`config.mk`:
```
export PLATFORM = sky130hd
export DESIGN_NAME = decode_family_stage
export DESIGN_NICKNAME = d
export VERILOG_FILES = /design/src/rtl/decode_family_stage.sv
export SDC_FILE = /design/constraint.sdc
export NUM_CORES = 1
export LEC_CHECK = 0
export BUFFER_PORTS_ARGS = -buffer_cell sky130_fd_sc_hd__buf_4
export CAP_MARGIN = 20
export CORE_MARGIN = 2
export CORE_UTILIZATION = 36
export DETAILED_ROUTE_END_ITERATION = 8
export PLACE_DENSITY = 0.67
export SKIP_LAST_GASP = 1
export SLEW_MARGIN = 20
export SYNTH_ARGS = -nofsm -noshare
export SYNTH_HDL_FRONTEND = slang
export SYNTH_SLANG_ARGS = --single-unit
```
`constraint.sdc`:
```
create_clock -name clk -period 2.5 [get_ports clk]
set_input_delay 0.25 -clock clk [delete_from_list [all_inputs] [get_ports clk]]
set_output_delay 0.25 -clock clk [all_outputs]
set_load 0.02 [all_outputs]
```
`src/rtl/decode_family_stage.sv`:
```
// Registered ARMv4 instruction-family decode stage with 2-entry skid buffer and undef counter.
// Optional `DECODE_COND_EN: evaluate out_ir[31:28] against live cpsr_nzcv (otherwise out_cond_pass=1).
module decode_family_stage #(
    parameter  int EXT_FAMILIES = 1,
    parameter  int CNT_W        = 16,
    localparam int FW           = (EXT_FAMILIES != 0) ? 21 : 16
) (
    input  logic             clk,
    input  logic             reset_n,
    input  logic             flush,
    input  logic             in_valid,
    output logic             in_ready,
    input  logic [31:0]      in_ir,
    input  logic [31:0]      in_pc,
    input  logic [3:0]       cpsr_nzcv,
    output logic             out_valid,
    input  logic             out_ready,
    output logic [31:0]      out_ir,
    output logic [31:0]      out_pc,
    output logic [FW-1:0]    out_fam,
    output logic             out_undef,
    output logic             out_cond_pass,
    output logic [CNT_W-1:0] undef_count
);

    // Returns {hit, family index}; hit=0 means no supported family.
    function automatic logic [5:0] decode_idx(input logic [31:0] ir);
        logic       hit;
        logic [4:0] idx;
        hit = 1'b1;
        idx = 5'd0;
        case (ir[27:25])
            3'b000: begin
                if (EXT_FAMILIES != 0 && ir[27:4] == 24'h12FFF1)           idx = 5'd20;
                else if (ir[24:22] == 3'b000 && ir[7:4] == 4'b1001)         idx = 5'd3;
                else if (ir[24:23] == 2'b01 && ir[7:4] == 4'b1001)          idx = 5'd4;
                else if (ir[24:23] == 2'b10 && ir[21:20] == 2'b00)
                    idx = (ir[7:4] == 4'b1001) ? 5'd12 : 5'd5;
                else if (ir[24:23] == 2'b10 && ir[21:20] == 2'b10 && !ir[4]) idx = 5'd7;
                else if (!ir[4])                                            idx = 5'd1;
                else if (!ir[7])                                            idx = 5'd2;
                else                                                        idx = ir[22] ? 5'd10 : 5'd11;
            end
            3'b001: idx = (ir[24:23] == 2'b10 && ir[21:20] == 2'b10) ? 5'd6 : 5'd0;
            3'b010: idx = 5'd8;
            3'b011: idx = ir[4] ? 5'd15 : 5'd9;
            3'b100: idx = 5'd13;
            3'b101: idx = 5'd14;
            3'b110: begin
                hit = (EXT_FAMILIES != 0);
                idx = 5'd16;
            end
            default: begin
                hit = (EXT_FAMILIES != 0);
                if (ir[24])      idx = 5'd19;
                else if (!ir[4]) idx = 5'd17;
                else             idx = 5'd18;
            end
        endcase
        return {hit, idx};
    endfunction

    logic [5:0]       dec_w;
    logic [FW-1:0]    in_fam_w;
    logic             accept_w, release_w;

    logic             head_valid_q, head_valid_d;
    logic [31:0]      head_ir_q, head_ir_d, head_pc_q, head_pc_d;
    logic [FW-1:0]    head_fam_q, head_fam_d;
    logic             skid_valid_q, skid_valid_d;
    logic [31:0]      skid_ir_q, skid_ir_d, skid_pc_q, skid_pc_d;
    logic [FW-1:0]    skid_fam_q, skid_fam_d;
    logic [CNT_W-1:0] cnt_q, cnt_d;

    always_comb begin
        dec_w = decode_idx(in_ir);
        for (int i = 0; i < FW; i++) begin
            in_fam_w[i] = dec_w[5] && (dec_w[4:0] == 5'(i));
        end
    end

    assign in_ready    = !skid_valid_q;
    assign out_valid   = head_valid_q;
    assign out_ir      = head_ir_q;
    assign out_pc      = head_pc_q;
    assign out_fam     = head_fam_q;
    assign out_undef   = head_valid_q & (head_fam_q[15] | ~|head_fam_q);
    assign undef_count = cnt_q;
    assign accept_w    = in_valid & in_ready;
    assign release_w   = head_valid_q & out_ready;

`ifdef DECODE_COND_EN
    function automatic logic cond_pass(input logic [3:0] cond, input logic [3:0] nzcv);
        logic n, z, c, v;
        {n, z, c, v} = nzcv;
        case (cond)
            4'h0:    return z;
            4'h1:    return !z;
            4'h2:    return c;
            4'h3:    return !c;
            4'h4:    return n;
            4'h5:    return !n;
            4'h6:    return v;
            4'h7:    return !v;
            4'h8:    return c & !z;
            4'h9:    return !c | z;
            4'hA:    return n == v;
            4'hB:    return n != v;
            4'hC:    return !z & (n == v);
            4'hD:    return z | (n != v);
            4'hE:    return 1'b1;
            default: return 1'b0;
        endcase
    endfunction

    assign out_cond_pass = cond_pass(head_ir_q[31:28], cpsr_nzcv);
`else
    logic unused_nzcv;
    assign unused_nzcv   = ^cpsr_nzcv;
    assign out_cond_pass = 1'b1;
`endif

    // Head refills from the skid first so FIFO order is preserved.
    always_comb begin
        head_valid_d = head_valid_q;
        head_ir_d    = head_ir_q;
        head_pc_d    = head_pc_q;
        head_fam_d   = head_fam_q;
        skid_valid_d = skid_valid_q;
        skid_ir_d    = skid_ir_q;
        skid_pc_d    = skid_pc_q;
        skid_fam_d   = skid_fam_q;
        cnt_d        = cnt_q;
        if (release_w && out_undef && cnt_q != {CNT_W{1'b1}}) begin
            cnt_d = cnt_q + {{(CNT_W-1){1'b0}}, 1'b1};
        end
        if (flush) begin
            head_valid_d = 1'b0;
            skid_valid_d = 1'b0;
        end else if (!head_valid_q || release_w) begin
            if (skid_valid_q) begin
                head_valid_d = 1'b1;
                head_ir_d    = skid_ir_q;
                head_pc_d    = skid_pc_q;
                head_fam_d   = skid_fam_q;
                skid_valid_d = 1'b0;
            end else if (accept_w) begin
                head_valid_d = 1'b1;
                head_ir_d    = in_ir;
                head_pc_d    = in_pc;
                head_fam_d   = in_fam_w;
            end else begin
                head_valid_d = 1'b0;
            end
        end else if (accept_w) begin
            skid_valid_d = 1'b1;
            skid_ir_d    = in_ir;
            skid_pc_d    = in_pc;
            skid_fam_d   = in_fam_w;
        end
    end

    always_ff @(posedge clk or negedge reset_n) begin
        if (!reset_n) begin
            head_valid_q <= 1'b0;
            head_ir_q    <= '0;
            head_pc_q    <= '0;
            head_fam_q   <= '0;
            skid_valid_q <= 1'b0;
            skid_ir_q    <= '0;
            skid_pc_q    <= '0;
            skid_fam_q   <= '0;
            cnt_q        <= '0;
        end else begin
            head_valid_q <= head_valid_d;
            head_ir_q    <= head_ir_d;
            head_pc_q    <= head_pc_d;
            head_fam_q   <= head_fam_d;
            skid_valid_q <= skid_valid_d;
            skid_ir_q    <= skid_ir_d;
            skid_pc_q    <= skid_pc_d;
            skid_fam_q   <= skid_fam_d;
            cnt_q        <= cnt_d;
        end
    end

endmodule
```
# Word level (Yosys, flattened, before mapping)
# Index checks and enable logic that the tools add are counted.
# totals
input_bits,73
out_inout_bits,105
elab_cells,97
register_bits,188
# op_classes
n_eq_ne,32
bitwise,6
muxes,27
add_sub_neg,1
n_reduce_logical,22
# op_table
operator,count
32-bit 2-to-1 mux,4
21-bit 2-to-1 mux,2
5-bit by 4-bit equality test with 1-bit output (second input constant),8
5-bit case mux with 7 select lines,1
5-bit equality test (second input constant),5
24-bit by 21-bit equality test with 1-bit output (second input constant),1
21-bit OR reduction,1
5-bit by 3-bit equality test with 1-bit output (second input constant),4
5-bit 2-to-1 mux,4
16-bit by 1-bit adder with 16-bit output (second input constant),1
4-bit 2-to-1 mux,4
16-bit inequality test (second input constant),1
5-bit by 2-bit equality test with 1-bit output (second input constant),2
3-bit equality test (second input constant),3
1-bit 2-to-1 mux,8
1-bit logical AND,7
3-bit by 2-bit equality test with 1-bit output (second input constant),2
3-bit logical NOT,2
3-bit 2-to-1 mux,2
3-bit AND reduction,2
5-bit by 1-bit equality test with 1-bit output (second input constant),1
5-bit logical NOT,1
2-bit equality test (second input constant),2
4-bit equality test (second input constant),1
11 further kinds,19

# Depth between registers and ports, before layout
# Gate-level depths: netlist (run 1).
# depth
depth_word,12
ltp_mapped,7
depth_no_buf,6

# Least setup slack after synthesis (run 1)
# OpenSTA, ideal clock, no wires.
# synth_timing
kind,register to register
from,"register cnt_q[7], in the netlist undef_count[7]"
to,"register cnt_q[1], in the netlist undef_count[1]"
setup_ns,0.125
t_arrival_ns,1.885
setup_slack_ns,0.490
t_required_ns,2.375
path_buffers,1
path_stages_with_launch,7
period_less_slack_ns,2.010
cell_sequence,dfrtp_1 > and4_1 > nand4_1 > nor3_1 > nand4b_1 > buf_2 > mux2_2
# synth_between
elab_chain_len,2
# synth_lines
element,line,source
"start, declared",73,"logic [CNT_W-1:0] cnt_q, cnt_d;"
"start signal, assigned",183,cnt_q <= cnt_d;
16-bit inequality test,134,if (release_w && out_undef && cnt_q != {CNT_W{1'b1}}) begin
1-bit logical AND,134,
# Every way passes these cells.
# A chain may end at the register's enable or synchronous reset.

# Final worst setup path (run 1)
# layout_timing
from,"register head_fam_q[10], in the netlist out_fam[10]"
to,output out_undef
# layout_between
elab_chain_len,4
# layout_lines
element,line,source
"start, declared",69,"logic [FW-1:0] head_fam_q, head_fam_d;"
"start signal, assigned",178,head_fam_q <= head_fam_d;
21-bit OR reduction,87,assign out_undef = head_valid_q & (head_fam_q[15] | ~|head_fam_q);
1-bit logical NOT,87,
1-bit bitwise OR,87,
1-bit bitwise AND,87,
"end, declared",21,"output logic out_undef,"
# Every way passes these cells.

==> impl_results.md, run 1 <==
- Internal: 5.679 mW
- #FFs+latches synth: 188
- Worst-path clk slew: 0.07 ns
- Yosys warning count: 0
- Cells after Synth: 837
- Boundary pin count: 178
- Syn Area/Cell: 10.02 sq um
- Setup_tns: 0 ns
- Static Leak: 4.997 nW
- Hold_sp: in_pc[19]
- Yosys top cell by area: dfrtp_1
- Clk_skew: 0.01056 ns
- CP Capture Type: primary output
- Routed Antenna Nets: 0
- Top post-synthesis cells by count: nand2_1, dfrtp_1, o21ai_0, mux2i_1, clkbuf_1
- Nets@finish: 1,067
- Vias: 6,382
- Number of flops mapped to enable cells by yosys: 0
- Worst slew margin: 55.70%
- Logic gate share of total power: 18.3%
- GR Util All Layers: 16.91%
- Hold Fails Final Rpt: 0
- Syn Nets: 911
- Worst-Margin Slew: 0.6478 ns
- Clk_lat worst skew: 0.42 ns
- DR DRC count: 0
- DPL Wire Length: 13,550 microns
- Antenna violations before repair: 0
- Power Density: 746.9 mW/mm^2
- Share of cells above drive strength 1: 25.25%
- Tmin final: 2.047 ns
- Cell area after layout: 0.01067 sq mm
- Net Sw Power: 2.288 mW
- R2R Path Start: out_fam[10]
- Register Area: 0.004708 sq mm
- Most common cell in the synthesized netlist: nand2_1
- Worst Hold Class: in -> reg
- Sequential share of power: 47.5%
- H-tree levels: 4
- Worst Path Max Fanout: 3
- Critical path data arrival time: 1.80 ns
- Number of buffers created by CTS: 17
- Area delta synth->final: 27.14%
- Sequential element share of the synthesized area: 56.08%
- Setup CP Type: reg -> out
- Placeable Area: 0.02278 sq mm
- Clock power share: 34.1%
- Max Cap Violations: 0
- Largest net degree at the start of global routing: 114
- CP startpoint: out_fam[10]
- Max IR drop VDD: 0.4273 mV
- First-pass GRT wire length: 32,640 microns
- Post-Route WL: 20,230 microns
- Die Y: 156.7 microns
- CTS tree: done
- Synth area leaders: dfrtp_1, nand2_1, mux2i_1
- Starting Density: 36.83%
- CTS max path bufs: 2
- Via density: 4.839
- Final setup fails: 0
- Finished Core Util: 46.83%
- CP Launch Type: flop
- Switching Fraction: 28.72%
- Row count: 55
- # fillers: 2,164
- Outcome: complete, no violations
- Library cells used by synthesis: 64
- GRT Residual Overflow: 0
- Ys flop type: dfrtp_1
- 1st-pass router iterations: 6
- CTS Sinks: 188
- RSZ-0062 raised after global routing: false
- Async S/R FF share, synth: 100.0%
- Fin crit share: 81.87%
- Max Clk Rate: 488.6 MHz
- Port buffer count: 172
- Clk root buf: clkbuf_16
- Iteration-0 DRC Markers: 409
- Syn Std Cell Area: 0.008389 sq mm
- Post-CTS Setup Bufs: 0
- Share of the synthesized area in the top cell type: 56.08%
- WL per Instance: 15.33 microns
- Req. time, crit path: 2.25 ns
- Max-slew violations: 0
- GPL Wtd Cong: 0.7847
- Area after DPL: 0.01003 sq mm
- Inserted Diodes: 0
- Multi-input gate area in the final layout: 0.003462 sq mm
- Die Area: 0.02454 sq mm
- Die Wd: 156.7 microns
- Vias in the first global route: 6,183
## routing by layer
metal / up-vias / GRT usage (%) / part of all wire (%)
li1: 3174 / - / -
met4: 0 / 4.587 / 0.78
met1: 3057 / 23.27 / 48
met2: 140 / 26.12 / 46
met5: - / 0 / 0
met3: 11 / 4.929 / 5.2
## through the flow
| stage | hold WS, ns | total power [mW] | instances | worst slack, ns |
|---|---|---|---|---|
| 6_report | 0.02290 | 7.966 | 1319 | 0.4532 |
| 5_1_grt | 0.0005451 | 8.399 | 1319 | 0.2715 |
| 4_1_cts | 0.0009941 | 8.086 | 1319 | 0.4004 |
| 3_5_place_dp | 0.2378 | 5.324 | 1282 | 0.3214 |
| 3_3_place_gp | 0.2379 | 5.279 | 1282 | 0.3749 |
| 2_1_floorplan | -0.04559 | 4.608 | 837 | 0.4901 |
## critical path, cell delays in order, from the launching register on
cell	delay, ns
dfrtp_1	0.41
nor4_1	0.33
and3_1	0.21
a31o_2	0.17
and2_1	0.13
buf_4	0.13
## cells by family after synthesis
family,count (synthesis),share of synthesized area (%)
simple gates,339,18.46
flops,188,56.08
compound gates,145,9.948
mux,89,10.99
buf+inv,60,2.864
xor+xnor,14,1.462
fa+ha+maj,1,0.1491
other cells,1,0.04470
## cell type report
| type | count | area share (%) |
|---|---|---|
| clock buffers | 21 | 4.223 |
| clock inverters | 11 | 1.279 |
| inverters | 8 | 0.2815 |
| multi-input cells | 589 | 32.46 |
| flip-flops and latches | 188 | 44.14 |
| well taps | 313 | 3.672 |
| repair buffers | 189 | 13.95 |
## state kept, by name, summed over array words and instances (netlist names)
| signal | count |
|---|---|
| out_ir | 32 |
| out_pc | 32 |
| skid_ir_q | 32 |
| skid_pc_q | 32 |
| out_fam | 21 |
| skid_fam_q | 21 |
| undef_count | 16 |
| out_valid | 1 |
| skid_valid_q | 1 |
## cell usage in the layout, fill, tap and decap left out, drive strengths merged, types with 10 or more instances in the layout
cell type,n
nand2,237
dfrtp,188
buf,183
o21ai,94
mux2i,64
nor2,25
mux2,25
clkbuf,22
a21oi,20
nor3,13
xor2,10
nand3,10
nor4,10
## power groups by stage
stage | Sequential [mW] | Combinational, mW | Clock [mW]
3_3_place_gp | 3.83 | 1.45 | 0
3_5_place_dp | 3.85 | 1.48 | 0
5_1_grt | 3.85 | 1.62 | 2.92
2_1_floorplan | 4.05 | 0.560 | 0
4_1_cts | 3.79 | 1.49 | 2.81
6_report | 3.79 | 1.46 | 2.72
## what timing repair did
| item | in CTS | in global routing |
|---|---|---|
| endpoints found under the hold margin | 52 | 0 |
| gates resized for setup | 0 | 0 |
| hold buffers | 5 | 0 |
## path summary, 6_finish.rpt
check	to	slack (ns)	depth (start not counted)
setup / recovery	out_undef	0.45	5
hold / removal	skid_pc_q[19]	0.02	3
setup reg to reg	undef_count[15]	0.52	7
hold reg to reg	skid_ir_q[29]	0.47	2
max in group asynchronous	out_ir[0]	1.41	3
min in group asynchronous	out_fam[14]	0.35	2
Note: power is estimated with default switching activity, not from simulation.
==> run 2: changes to the inputs <==
Settings changed: PLACE_DENSITY 0.67 to 0.69.
Clock period 2.5 ns to 1.83 ns, I/O delays scaled along.
==> run 2 against run 1 <==
Against the previous run:
- the run now ends with negative setup slack left
- setup slack got worse by 0.63 ns
- first-iteration DRC count decreased by 2.2%
- cell count is 8.6% higher
- die area is the same
- non-clock buffer count grew 116
- sequential power up 36%
==> impl_results.md, run 2 (synthesis gave the netlist of run 1 again) <==
- Outcome: complete, but fails checks
- Failing checks: negative setup slack
- CTS max path bufs: 2
- Port buffer count: 172
- R2R Path Start: out_fam[14]
- Antenna violations before repair: 0
- Worst slew margin: 64.88%
- Area delta synth->final: 41.10%
- Hold Path Stages: 2
- Critical path's slowest cell: dfrtp_1
- Worst hold margin: 0.02044 ns
- Post-Route WL: 22,490 microns
- CP Launch Type: flop
- Cell area after layout: 0.01184 sq mm
- RSZ-0062 raised after global routing: true
- Final setup fails: 16
- Worst Path Max Fanout: 6
- Iteration-0 DRC Markers: 400
- Critical path data arrival time: 2.35 ns
- First-pass GRT wire length: 35,770 microns
- Boundary pin count: 178
- Worst-path clk slew: 0.07 ns
- Worst Hold Class: in -> reg
- Clk root buf: clkbuf_16
- Die Wd: 156.7 microns
- GR Layer Usage met2: 29.22%
- DPL Wire Length: 14,740 microns
- Grt met3 use: 4.182%
- Req. time, crit path: 2.18 ns
- H-tree levels: 4
- Fin crit share: 109.7%
- CP Capture Type: flop
- Placeable Area: 0.02278 sq mm
- Reg2reg end: undef_count[7]
- Share of cells above drive strength 1: 30.89%
- PnR worst setup slack: -0.1782 ns
- Max IR drop VDD: 0.5633 mV
- GPL Wtd Cong: 0.8673
- Area after DPL: 0.01059 sq mm
- Hold_sp: in_ir[8]
- Setup CP Type: reg -> reg
- Largest net degree at the start of global routing: 87
- Static Leak: 5.594 nW
- Tmin final: 2.008 ns
- DR DRC count: 0
- Die Y: 156.7 microns
- Starting Density: 36.83%
- Clk_skew: 0.01322 ns
- Vias: 6,984
- GR Util All Layers: 18.33%
- 1st-pass router iterations: 6
- Routed Antenna Nets: 0
- Clk_lat worst skew: 0.43 ns
- Worst r2r path cells: 8
- CTS tree: done
- Reg2reg setup slack: -0.18 ns
- GRT Residual Overflow: 0
- Nets@finish: 1,183
- Row count: 55
- Post-place setup slack: -0.2353 ns
- Worst-Margin Slew: 0.5268 ns
- Max-slew violations: 0
- Number of buffers created by CTS: 17
- Inserted Diodes: 0
- Commonest non-fill, non-tap cell in the layout: buf_4
- Via density: 4.874
- Die Area: 0.02454 sq mm
- Hold Fails Final Rpt: 0
- Met1 Use GR: 25.02%
- Vias in the first global route: 6,812
- WL per Instance: 15.69 microns
- Hold EP: skid_ir_q[8]
- Max Clk Rate: 498.0 MHz
- Max Cap Violations: 0
- Max incr delay on CP: 0.40 ns
- Layer with the highest usage: met2
- CTS Sinks: 188
- Commonest non-fill, non-tap cells in the layout: buf_4, nand2_1, dfrtp_1
- Crit path cell chain: nor4_2, buf_4, and3_4, a31o_4, nand4b_1, buf_6, nor3_4, xor2_1
- Power Density: 945.7 mW/mm^2
## run 2: changes by cell type in the layout (fill, tap and decap cells not counted), moves of 2 or more
cell / previous run / this run
dfrtp_1: 187 / 178
clkinvlp_4: 4 / 2
buf_12: 4 / 6
clkbuf_8: 2 / 4
buf_4: 179 / 243
buf_6: 0 / 2
dlygate4sd3_1: 5 / 49
nor3_1: 12 / 5
dfrtp_2: 0 / 9
nor3_4: 0 / 3
nor3_2: 1 / 5
nor4_1: 8 / 6
## run 2: critical path, delay by kind of cell (launching register included)
| family | cells | cell delay, ns |
|---|---|---|
| XOR/XNOR | 1 | 0.18 |
| flip-flops | 1 | 0.40 |
| AO/OA/AOI/OAI | 1 | 0.15 |
| AND/OR/NAND/NOR | 4 | 0.82 |
| buffers and inverters | 2 | 0.38 |
## run 2: per-layer routing
metal,up-vias,routed length (microns)
li1,3414,-
met1,3388,10390
met2,153,10720
met3,29,1048
met4,0,327
met5,-,0
## run 2: worst max path at each step
stage	cells past startpoint	to	start
6_report	8	undef_count[7]	out_fam[14]
5_1_grt	8	undef_count[11]	out_fam[14]
4_1_cts	6	out_undef	out_fam[10]
3_5_place_dp	7	out_fam[10]	in_ir[23]
3_3_place_gp	7	out_fam[10]	in_ir[23]
2_1_floorplan	6	undef_count[1]	undef_count[8]
## run 2: final cells by class
class                   instances  area, sq um
well taps                     313        391.6
clock buffers                  22        474.2
fillers                      2018        10940
clock inverters                 8        110.1
repair buffers                305         2544
flip-flops and latches        188         4720
multi-input cells             589         3568
inverters                       8        30.03
## run 2: what timing repair did
item                       CTS  global route
hold endpoints to repair    99             0
pin swaps                    1             8
setup endpoints to repair   60            28
cloned                       1             1
buffers inserted             0             2
resized for setup           13            10
hold buffers                49             0
## run 2: power by group
group	total [mW]	switching [mW]	internal [mW]
clock	3.74	1.61	2.12
sequential	5.17	0.367	4.81
combinational	2.28	1.21	1.08
## run 2: per-stage QoR
| step | std cells | util (%) | setup TNS, ns | power (mW) |
|---|---|---|---|---|
| 3_5_place_dp | 1350 | 46.51 | -5.237 | 7.431 |
| 5_1_grt | 1433 | 51.97 | -4.777 | 11.77 |
| 2_1_floorplan | 837 | - | -0.01609 | 6.299 |
| 4_1_cts | 1430 | 51.55 | -1.913 | 11.28 |
| 6_report | 1433 | 51.97 | -2.105 | 11.19 |
| 3_3_place_gp | 1350 | 46.51 | -2.097 | 7.361 |
==> run 3: changes to the inputs <==
Settings changed: CELL_PAD_IN_SITES_DETAIL_PLACEMENT set to 2, CELL_PAD_IN_SITES_GLOBAL_PLACEMENT set to 2, CORE_UTILIZATION 36 to 31, PLACE_DENSITY 0.69 to 0.87.
==> run 3 against run 2 <==
Against the previous run:
- the run still ends with negative setup slack left
- critical path depth down 2
- largest power group unchanged
- flip-flop and latch count stayed put
- cell count rose by 1.7%
- global-route usage rose by 3.7 points
- clock skew is 0.0038 ns lower
- sequential power grew 1%
==> impl_results.md, run 3 (synthesis gave the netlist of run 1 again) <==
- Outcome: complete, but fails checks
- Failing checks: negative setup slack
- First-pass GRT wire length: 48,980 microns
- Worst-path clk slew: 0.07 ns
- WL per Instance: 20.89 microns
- Clk root buf: clkbuf_16
- GR Util All Layers: 21.98%
- DR DRC count: 0
- CTS tree: done
- Vias in the first global route: 8,666
- Req. time, crit path: 1.65 ns
- Port buffer count: 172
- 1st-pass router iterations: 4
- Die Y: 168.5 microns
- Area delta synth->final: 41.74%
- Iteration-0 DRC Markers: 327
- Worst-Margin Slew: 0.5485 ns
- Row count: 60
- Critical path data arrival time: 1.87 ns
- CTS max path bufs: 2
- PnR worst setup slack: -0.2226 ns
- Final setup fails: 18
- Die Wd: 168.5 microns
- Die Area: 0.02839 sq mm
- Antenna violations before repair: 0
- GRT Residual Overflow: 0
- Vias: 7,493
- Placeable Area: 0.02673 sq mm
- GPL Wtd Cong: 0.7833
- CP Launch Type: flop
- Max Clk Rate: 487.2 MHz
- Clk_skew: 0.009454 ns
- Max IR drop VDD: 0.5872 mV
- Setup CP Type: reg -> out
- Static Leak: 5.597 nW
- Setup_tns: -2.360 ns
- Max-slew violations: 0
- Post-Route WL: 30,460 microns
- Number of buffers created by CTS: 17
- Power Density: 953.1 mW/mm^2
- CTS Sinks: 188
- Share of cells above drive strength 1: 31.96%
- DPL Wire Length: 18,800 microns
- RSZ-0062 raised after global routing: true
- Commonest non-fill, non-tap cell in the layout: buf_4
- Max Cap Violations: 0
- Starting Density: 31.39%
- Fin crit share: 112.2%
- Register Area: 0.004720 sq mm
- Worst Path Max Fanout: 3
- Nets@finish: 1,178
- Inserted Diodes: 0
- Placed insts: 1,375
- Finished Core Util: 44.49%
- H-tree levels: 4
- Hold Fails Final Rpt: 0
- Commonest non-fill, non-tap cells in the layout: buf_4, nand2_1, dfrtp_1
- Worst Hold Class: in -> reg
- Multi-input gate area in the final layout: 0.003654 sq mm
- Routed Antenna Nets: 0
- Via density: 5.139
- # fillers: 2,794
- Worst slew margin: 63.44%
- Clk_lat worst skew: 0.43 ns
- Boundary pin count: 178
- Post-place setup slack: -0.3406 ns
- CP Capture Type: primary output
- Worst hold margin: 0.02611 ns
- Tmin final: 2.053 ns
- Largest net degree at the start of global routing: 86
- Layout Cells excl Fill: 1,458
run 3: where the power goes:
group	internal (mW)	leakage (nW)	switching (mW)	total, mW
combinational	1.07	2.95	1.36	2.43
clock	1.93	0.270	1.75	3.68
sequential	4.81	2.38	0.424	5.23
total	7.80	5.60	3.53	11.3
run 3: worst paths after layout:
path | start | end | slack (ns) | depth (start not counted)
min reg2reg | skid_pc_q[17] | skid_pc_q[17] | 0.48 | 2
max in group asynchronous | reset_n | skid_pc_q[13] | 1.04 | 3
min in group asynchronous | reset_n | out_ir[4] | 0.34 | 3
min | in_ir[13] | skid_ir_q[13] | 0.03 | 2
max reg2reg | out_fam[18] | undef_count[9] | -0.19 | 8
max | out_fam[18] | out_undef | -0.22 | 6
run 3: through the flow:
stage / power (mW) / cell area, sq um
after global routing: 11.88 / 11890
after floorplan: 6.299 / 8413
final: 11.33 / 11890
after CTS: 11.38 / 11780
after detailed placement: 7.548 / 10610
after global placement: 7.372 / 10610
run 3: final cells by class:
type / count / share of cell area, %
clock buffer: 19 / 3.725
timing repair buffer: 300 / 21.04
inverter: 8 / 0.2525
clock inverter: 13 / 0.9785
tap: 341 / 3.588
sequential: 188 / 39.69
multi-input combinational: 589 / 30.72
run 3: what timing repair did:
action	CTS	global route
endpoints found under the setup margin	34	78
pin swaps	7	7
buffers inserted	5	3
hold buffers	45	0
gates resized for setup	25	19
hold endpoints to repair	233	0
run 3: worst max-delay path, stage by stage (launching register included):
cell and delay, ns:
dfrtp_1 0.40, nor4_2 0.30, buf_4 0.16, and3_1 0.16
a31o_4 0.17, and2_4 0.15, buf_6 0.11
run 3: routing by layer:
| layer | wire length [microns] | track usage [%] | up-vias |
|---|---|---|---|
| li1 | - | - | 3380 |
| met1 | 12300 | 25.36 | 3899 |
| met2 | 16510 | 41.28 | 161 |
| met3 | 783 | 2.946 | 53 |
| met4 | 861 | 8.358 | 0 |
| met5 | 0 | 0 | - |
